### src/rtl/debounce_bank_if.sv
// debounce_bank_if: button bus between the raw push-buttons and the debouncer.
//   pb      : raw, asynchronous button levels (driven by the board side)
//   pb_out  : debounced levels
//   pb_rise : one-cycle pulse per channel on a debounced 0->1
//   pb_fall : one-cycle pulse per channel on a debounced 1->0
//   tick    : one-cycle shared sample strobe
// master = board/consumer side, slave = debouncer.
interface debounce_bank_if #(
  parameter int unsigned N = 4
) ();
  logic [N-1:0] pb;
  logic [N-1:0] pb_out;
  logic [N-1:0] pb_rise;
  logic [N-1:0] pb_fall;
  logic         tick;

  modport master (
    output pb,
    input  pb_out,
    input  pb_rise,
    input  pb_fall,
    input  tick
  );

  modport slave (
    input  pb,
    output pb_out,
    output pb_rise,
    output pb_fall,
    output tick
  );
endinterface

### src/rtl/debounce_bank.sv
// debounce_bank: N-channel push-button debouncer.
//   Each raw input is synchronised by two flops, sampled on a shared
//   prescaled tick, and the debounced level changes only after
//   STABLE_SAMPLES consecutive samples disagree with it.
// Ports:
//   clk  : system clock, all state on the rising edge
//   rst  : synchronous, active-high reset
//   bus  : debounce_bank_if.slave (pb in; pb_out, pb_rise, pb_fall, tick out)
// Optional feature: define DEBOUNCE_EDGE_EN to build the registered
//   pb_rise/pb_fall pulse logic; otherwise both are tied to 0.
module debounce_bank #(
  parameter int unsigned N              = 4,
  parameter int unsigned CLK_DIV        = 50000,
  parameter int unsigned STABLE_SAMPLES = 3
) (
  input  logic            clk,
  input  logic            rst,
  debounce_bank_if.slave  bus
);

  localparam int unsigned DIV_W = (CLK_DIV > 1) ? $clog2(CLK_DIV) : 1;
  localparam int unsigned CNT_W = $clog2(STABLE_SAMPLES + 1);
  localparam logic [DIV_W-1:0] DIV_MAX = DIV_W'(CLK_DIV - 1);
  localparam logic [CNT_W-1:0] CNT_MAX = CNT_W'(STABLE_SAMPLES - 1);

  logic [N-1:0]     r_s1;
  logic [N-1:0]     r_s2;
  logic [N-1:0]     r_pb_out;
  logic [N-1:0]     w_pb_out_nxt;
  logic [DIV_W-1:0] r_div;
  logic [DIV_W-1:0] w_div_nxt;
  logic             r_tick;
  logic             w_tick_nxt;
  logic [CNT_W-1:0] r_cnt     [N];
  logic [CNT_W-1:0] w_cnt_nxt [N];

  // Prescaler: the registered tick is high exactly while r_div == CLK_DIV-1.
  always_comb begin
    w_div_nxt  = (r_div == DIV_MAX) ? '0 : r_div + DIV_W'(1);
    w_tick_nxt = (w_div_nxt == DIV_MAX);
  end

  // Per-channel stability counters; any matching sample clears the run.
  always_comb begin
    w_pb_out_nxt = r_pb_out;
    w_cnt_nxt    = r_cnt;
    for (int unsigned i = 0; i < N; i++) begin
      if (r_tick) begin
        if (r_s2[i] == r_pb_out[i]) begin
          w_cnt_nxt[i] = '0;
        end else if (r_cnt[i] == CNT_MAX) begin
          w_pb_out_nxt[i] = r_s2[i];
          w_cnt_nxt[i]    = '0;
        end else begin
          w_cnt_nxt[i] = r_cnt[i] + CNT_W'(1);
        end
      end
    end
  end

  // Synchroniser, prescaler and debounced state registers.
  always_ff @(posedge clk) begin
    if (rst) begin
      r_s1     <= '0;
      r_s2     <= '0;
      r_div    <= '0;
      r_tick   <= 1'b0;
      r_pb_out <= '0;
      r_cnt    <= '{default: '0};
    end else begin
      r_s1     <= bus.pb;
      r_s2     <= r_s1;
      r_div    <= w_div_nxt;
      r_tick   <= w_tick_nxt;
      r_pb_out <= w_pb_out_nxt;
      r_cnt    <= w_cnt_nxt;
    end
  end

  assign bus.pb_out = r_pb_out;
  assign bus.tick   = r_tick;

`ifdef DEBOUNCE_EDGE_EN
  logic [N-1:0] r_rise;
  logic [N-1:0] r_fall;

  // Pulses are registered alongside pb_out so they coincide with its change.
  always_ff @(posedge clk) begin
    if (rst) begin
      r_rise <= '0;
      r_fall <= '0;
    end else begin
      r_rise <= w_pb_out_nxt & ~r_pb_out;
      r_fall <= ~w_pb_out_nxt & r_pb_out;
    end
  end

  assign bus.pb_rise = r_rise;
  assign bus.pb_fall = r_fall;
`else
  assign bus.pb_rise = '0;
  assign bus.pb_fall = '0;
`endif

endmodule

### src/flat_wrapper.sv
// flat-port wrapper written by rule: the top's interface ports become plain ports
module debounce_bank_flat 
#(
  parameter int unsigned N              = 4,
  parameter int unsigned CLK_DIV        = 50000,
  parameter int unsigned STABLE_SAMPLES = 3
)
  (clk, rst, bus_pb, bus_pb_out, bus_pb_rise, bus_pb_fall, bus_tick);
  debounce_bank_if #(.N(N)) bus_i ();
  input  logic clk;
  input  logic rst;
  input wire logic [$bits(bus_i.pb)-1:0] bus_pb;
  output wire logic [$bits(bus_i.pb_out)-1:0] bus_pb_out;
  output wire logic [$bits(bus_i.pb_rise)-1:0] bus_pb_rise;
  output wire logic [$bits(bus_i.pb_fall)-1:0] bus_pb_fall;
  output wire logic [$bits(bus_i.tick)-1:0] bus_tick;
  assign bus_i.pb = bus_pb;
  assign bus_pb_out = bus_i.pb_out;
  assign bus_pb_rise = bus_i.pb_rise;
  assign bus_pb_fall = bus_i.pb_fall;
  assign bus_tick = bus_i.tick;
  debounce_bank #(.N(N), .CLK_DIV(CLK_DIV), .STABLE_SAMPLES(STABLE_SAMPLES)) u_core (.clk(clk), .rst(rst), .bus(bus_i));
endmodule
### config.mk
export PLATFORM = sky130hd
export DESIGN_NAME = debounce_bank_flat
export DESIGN_NICKNAME = d
export VERILOG_FILES = /design/src/rtl/debounce_bank_if.sv /design/src/rtl/debounce_bank.sv /design/src/flat_wrapper.sv
export SDC_FILE = /design/constraint.sdc
export NUM_CORES = 1
export LEC_CHECK = 0
export ABC_CLOCK_PERIOD_IN_PS = 4500
export CAP_MARGIN = 20
export CORE_MARGIN = 2
export CORE_UTILIZATION = 40
export DETAILED_ROUTE_END_ITERATION = 16
export SETUP_SLACK_MARGIN = 0.3
export SLEW_MARGIN = 5
export SYNTH_ARGS = -nofsm -noshare
export SYNTH_HDL_FRONTEND = slang
export SYNTH_SLANG_ARGS = --single-unit
### constraint.sdc
create_clock -name clk -period 4.5 [get_ports clk]
set_input_delay 1.35 -clock clk [delete_from_list [all_inputs] [get_ports clk]]
set_output_delay 1.35 -clock clk [all_outputs]
set_load 0.01 [all_outputs]
# [Word-level counts from Yosys, hierarchy flattened]
# Cells that the tools add are included.
[totals] inputBits=6 output_inout_bits=13 reg_bits=37
[classes] n_eq_ne=10 muxes=9 bitwise_logic=4 n_addsub=5 n_reduce_logical=4
[op_table] op="equality test 16 bit (second input constant)" count=2
[op_table] op="adder 16 x 1 -> 16 bit (second input constant)" count=1
[op_table] op="two-way mux 16 bit" count=1
[op_table] op="two-way mux 2 bit" count=8
[op_table] op="AND reduction 3 bit" count=4
[op_table] op="adder 2 x 1 -> 2 bit (second input constant)" count=4
[op_table] op="equality test 2 bit (second input constant)" count=4
[op_table] op="equality test 1 bit" count=4
[op_table] op="NOT 1 bit" count=4

# [Longest topological paths before layout]
[depth] ltp_word=3 mapped_depth=6 ltp_nobuf=6

# [Least setup slack after synthesis]
# Ideal clock, no wire load.
[synth_timing] path_kind="input to register" startpoint="input rst" endpoint="register u_core.r_tick (netlist: u_core.bus.tick)" setup_ns=0.103 path_buffers=0 path_stages=3 t_arrival_ns=1.868 path_slack_ns=2.529 cell_sequence="nor2_1 nand4_1 a2111oi_2"
[synth_rtl] element="start, declared" line_no="flat_wrapper.sv:11" rtl="input logic rst;"
[synth_rtl] element="end signal, assigned" line_no="debounce_bank.sv:74" rtl="r_tick <= w_tick_nxt;"
[synth_rtl] element="end, declared" line_no="debounce_bank.sv:32" rtl="logic r_tick;"

# [Worst setup path in the final report]
[layout_timing] startpoint="register u_core.r_tick (netlist: u_core.bus.tick)" endpoint="output bus_tick"
[layout_rtl] element="end, declared" line_no="flat_wrapper.sv:16" rtl="output wire logic [$bits(bus_i.tick)-1:0] bus_tick;"
# No word-level cell between the ends.

==> results.sh <==
export IMPL_grt_util_all_layers=0.130
export IMPL_cts_root_buffer_cell="clkbuf_8"
export IMPL_floorplan_die_height_um=69.2
export IMPL_drv_cap=0
export IMPL_timing_critical_path_arrival_ps=1400
export IMPL_cp_max_fo=10
export IMPL_maximum_number_of_pins_on_one_net_before_global_route_repair=23
export IMPL_drt_pass1_iter_count=4
export IMPL_cts_repair_timing_setup_buffer_count=0
export IMPL_number_of_buffers_added_by_the_clock_tree_synthesis_step=5
export IMPL_areaGrowthSynthToFinish_pct=11.9
export IMPL_antenna_left=0
export IMPL_synthArstFlopShare=0
export IMPL_slew_viol_final=0
export IMPL_dieWidth_um=69.2
export IMPL_timing_clock_skew_ps=4.24
export IMPL_cts_max_level=2
export IMPL_net_load_switching_power_uw=128
export IMPL_num_nets_final=212
export IMPL_hold_violations=0
export IMPL_power_density_cell_area_nw_per_um2=332
export IMPL_ys_seq_area_frac=0.436
export IMPL_layout_setup_ws_ps=1750
export IMPL_core_area_um2=4060
export IMPL_fillCellCount=391
export IMPL_clk_path_buf_depth=2
export IMPL_grt_antenna_before_repair=0
export IMPL_rr_worst_depth=6
export IMPL_post_synth_top_area_cell="dfxtp_1"
export IMPL_report_final_setup_viol=0
export IMPL_fin_hold_ws_ps=439
export IMPL_postRouteWirelength_mm=2.95
export IMPL_clk_latency_ps=280
export IMPL_yosys_register_bits=37
export IMPL_io_pin_count=19
export IMPL_reg2reg_slack_ps=2410
export IMPL_start_util=0.419
export IMPL_synth_enable_flop_cells=0
export IMPL_combinationalPowerShare=0.036
export IMPL_cts_tree="built"
export IMPL_share_clk_of_total_power=0.428
export IMPL_design_die_area_um2=4790
export IMPL_achievable_frequency_ghz=0.363
export IMPL_clk_transition_reported_paths_ps=70
export IMPL_grt_pass1_wl_mm=5.03
export IMPL_avgSynthCellArea_um2=8.72
export IMPL_vias_in_the_first_global_route=1134
export IMPL_max_stage_delay_ps=600
export IMPL_drtIter0Drc=51
export IMPL_ratio_of_cells_with_drive_above_1_in_the_final_layout=0.0784
export IMPL_hp_class="register to register"
export IMPL_synth_warning_count=0
export IMPL_rows=23
export IMPL_finalWeightedCongestion=0.837
export IMPL_crit_reg2reg_launch="u_core.r_div[0]"
export IMPL_synth_cells=195
export IMPL_route_detailed_wl_per_inst_um=11.6
export IMPL_worstSetupPathDepth=1
export IMPL_overall_overflow_remaining_after_global_route=0
export IMPL_cts_sinks=37
export IMPL_p_leak_nw=0.642
export IMPL_buffer_ports_inserted=10
export IMPL_int_power_uw=504
export IMPL_cp_required_ps=3150
export IMPL_synth_area_leaders="dfxtp_1, nor2_1, xnor2_1"
export IMPL_antenna_cells=0
export IMPL_dr_total_vias=1261
export IMPL_post_place_cells=247
export IMPL_timing_setup_critical_path_class="register to output pin"
export IMPL_power_switching_share=0.202
export IMPL_finalSetupTns_ps=0
export IMPL_crit_buf_inv=1
export IMPL_yosys_cell_types_count=36
export IMPL_outcome="finished, final reports clean"
export IMPL_synth_main_ff_cell="dfxtp_1"
export IMPL_seq_area_um2=741
export IMPL_vdd_ir_drop_worst_uv=203
export IMPL_crit_path_end_kind="output pin"
export IMPL_post_route_minimum_period_ps=2750
export IMPL_remaining_drc_errors=0
export IMPL_finalNonFillerCells=254
export IMPL_post_cts_resize_count=0
export IMPL_cts_hold_buffers=0
export IMPL_multi_input_comb_area_um2=873
export IMPL_crit_slowest_cell="clkdlybuf4s50_1"
export IMPL_seq_power_share=0.535
export IMPL_post_route_period_util=0.612
export IMPL_netlist_area_leader_share=0.436
export IMPL_crit_end="bus_tick"
export IMPL_vias_per_cell=4.96
export IMPL_worst_slack_after_detailed_placement_ps=1680
export IMPL_critical_path_top_delay_family="buffers and inverters"
export IMPL_dp_final_hpwl_mm=2.08
export IMPL_mappedNetlistArea_um2=1700
export IMPL_unrepaired_setup_endpoints_after_global_routing="false"
export IMPL_worstSetupStartpointType="register"
export IMPL_worst_setup_path_startpoint="u_core.bus.tick"
export IMPL_crit_reg2reg_capture="u_core.bus.tick"
export IMPL_cp_cell_sequence="clkdlybuf4s50_1"
==> layout by cell type, fill, tap and decap left out, types with 2 or more instances in the layout <==
| cell type | count |
|---|---|
| and3_1 | 2 |
| nor2_1 | 32 |
| clkdlybuf4s50_1 | 10 |
| dfxtp_1 | 37 |
| a21oi_1 | 9 |
| mux2i_1 | 2 |
| xor2_1 | 5 |
| a31oi_1 | 3 |
| conb_1 | 8 |
| nor4_1 | 5 |
| inv_1 | 3 |
| nand2b_1 | 3 |
| nor2b_1 | 12 |
| nand2_1 | 15 |
| nand4_1 | 5 |
| o22ai_1 | 2 |
| xnor2_1 | 13 |
| nand3_1 | 12 |
| ha_1 | 2 |
| clkbuf_8 | 5 |
| nand3b_1 | 3 |
==> worst reg2reg max path, delay by kind of cell, from the launching register on <==
family	cells	cell delay (ps)
AOI/OAI and AO/OA	2	410
xor gates and xnor gates	1	220
adders and majority gates	1	350
DFF	1	450
and+or+nand+nor	2	550
==> layout make-up <==
cell class | count | area share
Sequential cell | 37 | 0.389
Inverter | 4 | 0.00789
Multi-Input combinational cell | 145 | 0.459
Timing Repair Buffer | 11 | 0.0565
Tap cell | 50 | 0.0329
Clock inverter | 2 | 0.0184
Clock buffer | 5 | 0.0362
==> registers in the layout, summed over array words and instances (netlist names) <==
register and cells:
u_core.r_s1 4, u_core.r_cnt 8, u_core.bus.pb_out 4, u_core.r_s2 4, u_core.bus.tick 1, u_core.r_div 16
==> worst min-delay path by stage <==
stage	from	end	cells past startpoint
after floorplan	u_core.r_s1[0]	u_core.r_s2[0]	1
after global placement	u_core.r_s1[0]	u_core.r_s2[0]	1
after detailed placement	u_core.r_s1[0]	u_core.r_s2[0]	1
after CTS	u_core.r_s1[0]	u_core.r_s2[0]	1
after global routing	u_core.r_s1[0]	u_core.r_s2[0]	1
final	u_core.r_s1[0]	u_core.r_s2[0]	1
==> metrics by stage <==
stage	util	area (um^2)	power (mW)
2_1_floorplan	-	1730	0.366
3_3_place_gp	0.443	1800	0.370
3_5_place_dp	0.443	1800	0.370
4_1_cts	0.469	1900	0.645
5_1_grt	0.469	1900	0.660
6_report	0.469	1900	0.633
==> per-layer routing <==
layer  global-route usage  share of wire  up-vias
met1                0.159           0.48      578
met3               0.0523          0.041        2
met4               0.0392         0.0071        0
met5                    0              0        -
met2                0.212           0.48       23
li1                     -              -      658
==> cell usage after synthesis (all sizes together), types with 2 or more instances <==
library cell,n
o22ai,2
mux2i,2
a21oi,9
nor2b,12
nor2,32
xnor2,13
o211ai,2
nor4,6
nand2,15
clkbuf,4
nand3,13
nor3b,2
nand4,6
a31oi,3
xor2,5
dfxtp,37
buf,12
nand3b,3
inv,3
nand2b,3
and3,2
ha,2
==> cell families after synthesis <==
group / count (synthesis) / share of synthesized area
simple gates: 96 / 0.301
flops: 37 / 0.436
buf+inv: 20 / 0.0662
compound gates: 19 / 0.0758
xor+xnor: 18 / 0.0927
fa+ha+maj: 2 / 0.0147
mux: 2 / 0.0118
other cells: 1 / 0.00221
==> power groups by stage <==
stage	logic (mW)	registers (mW)	clock network, mW
after floorplan	0.0209	0.345	0
after global placement	0.0234	0.346	0
after detailed placement	0.0236	0.346	0
after CTS	0.0237	0.339	0.283
after global routing	0.0260	0.339	0.294
final	0.0230	0.339	0.271
Note: power is estimated with default switching activity, not from simulation.
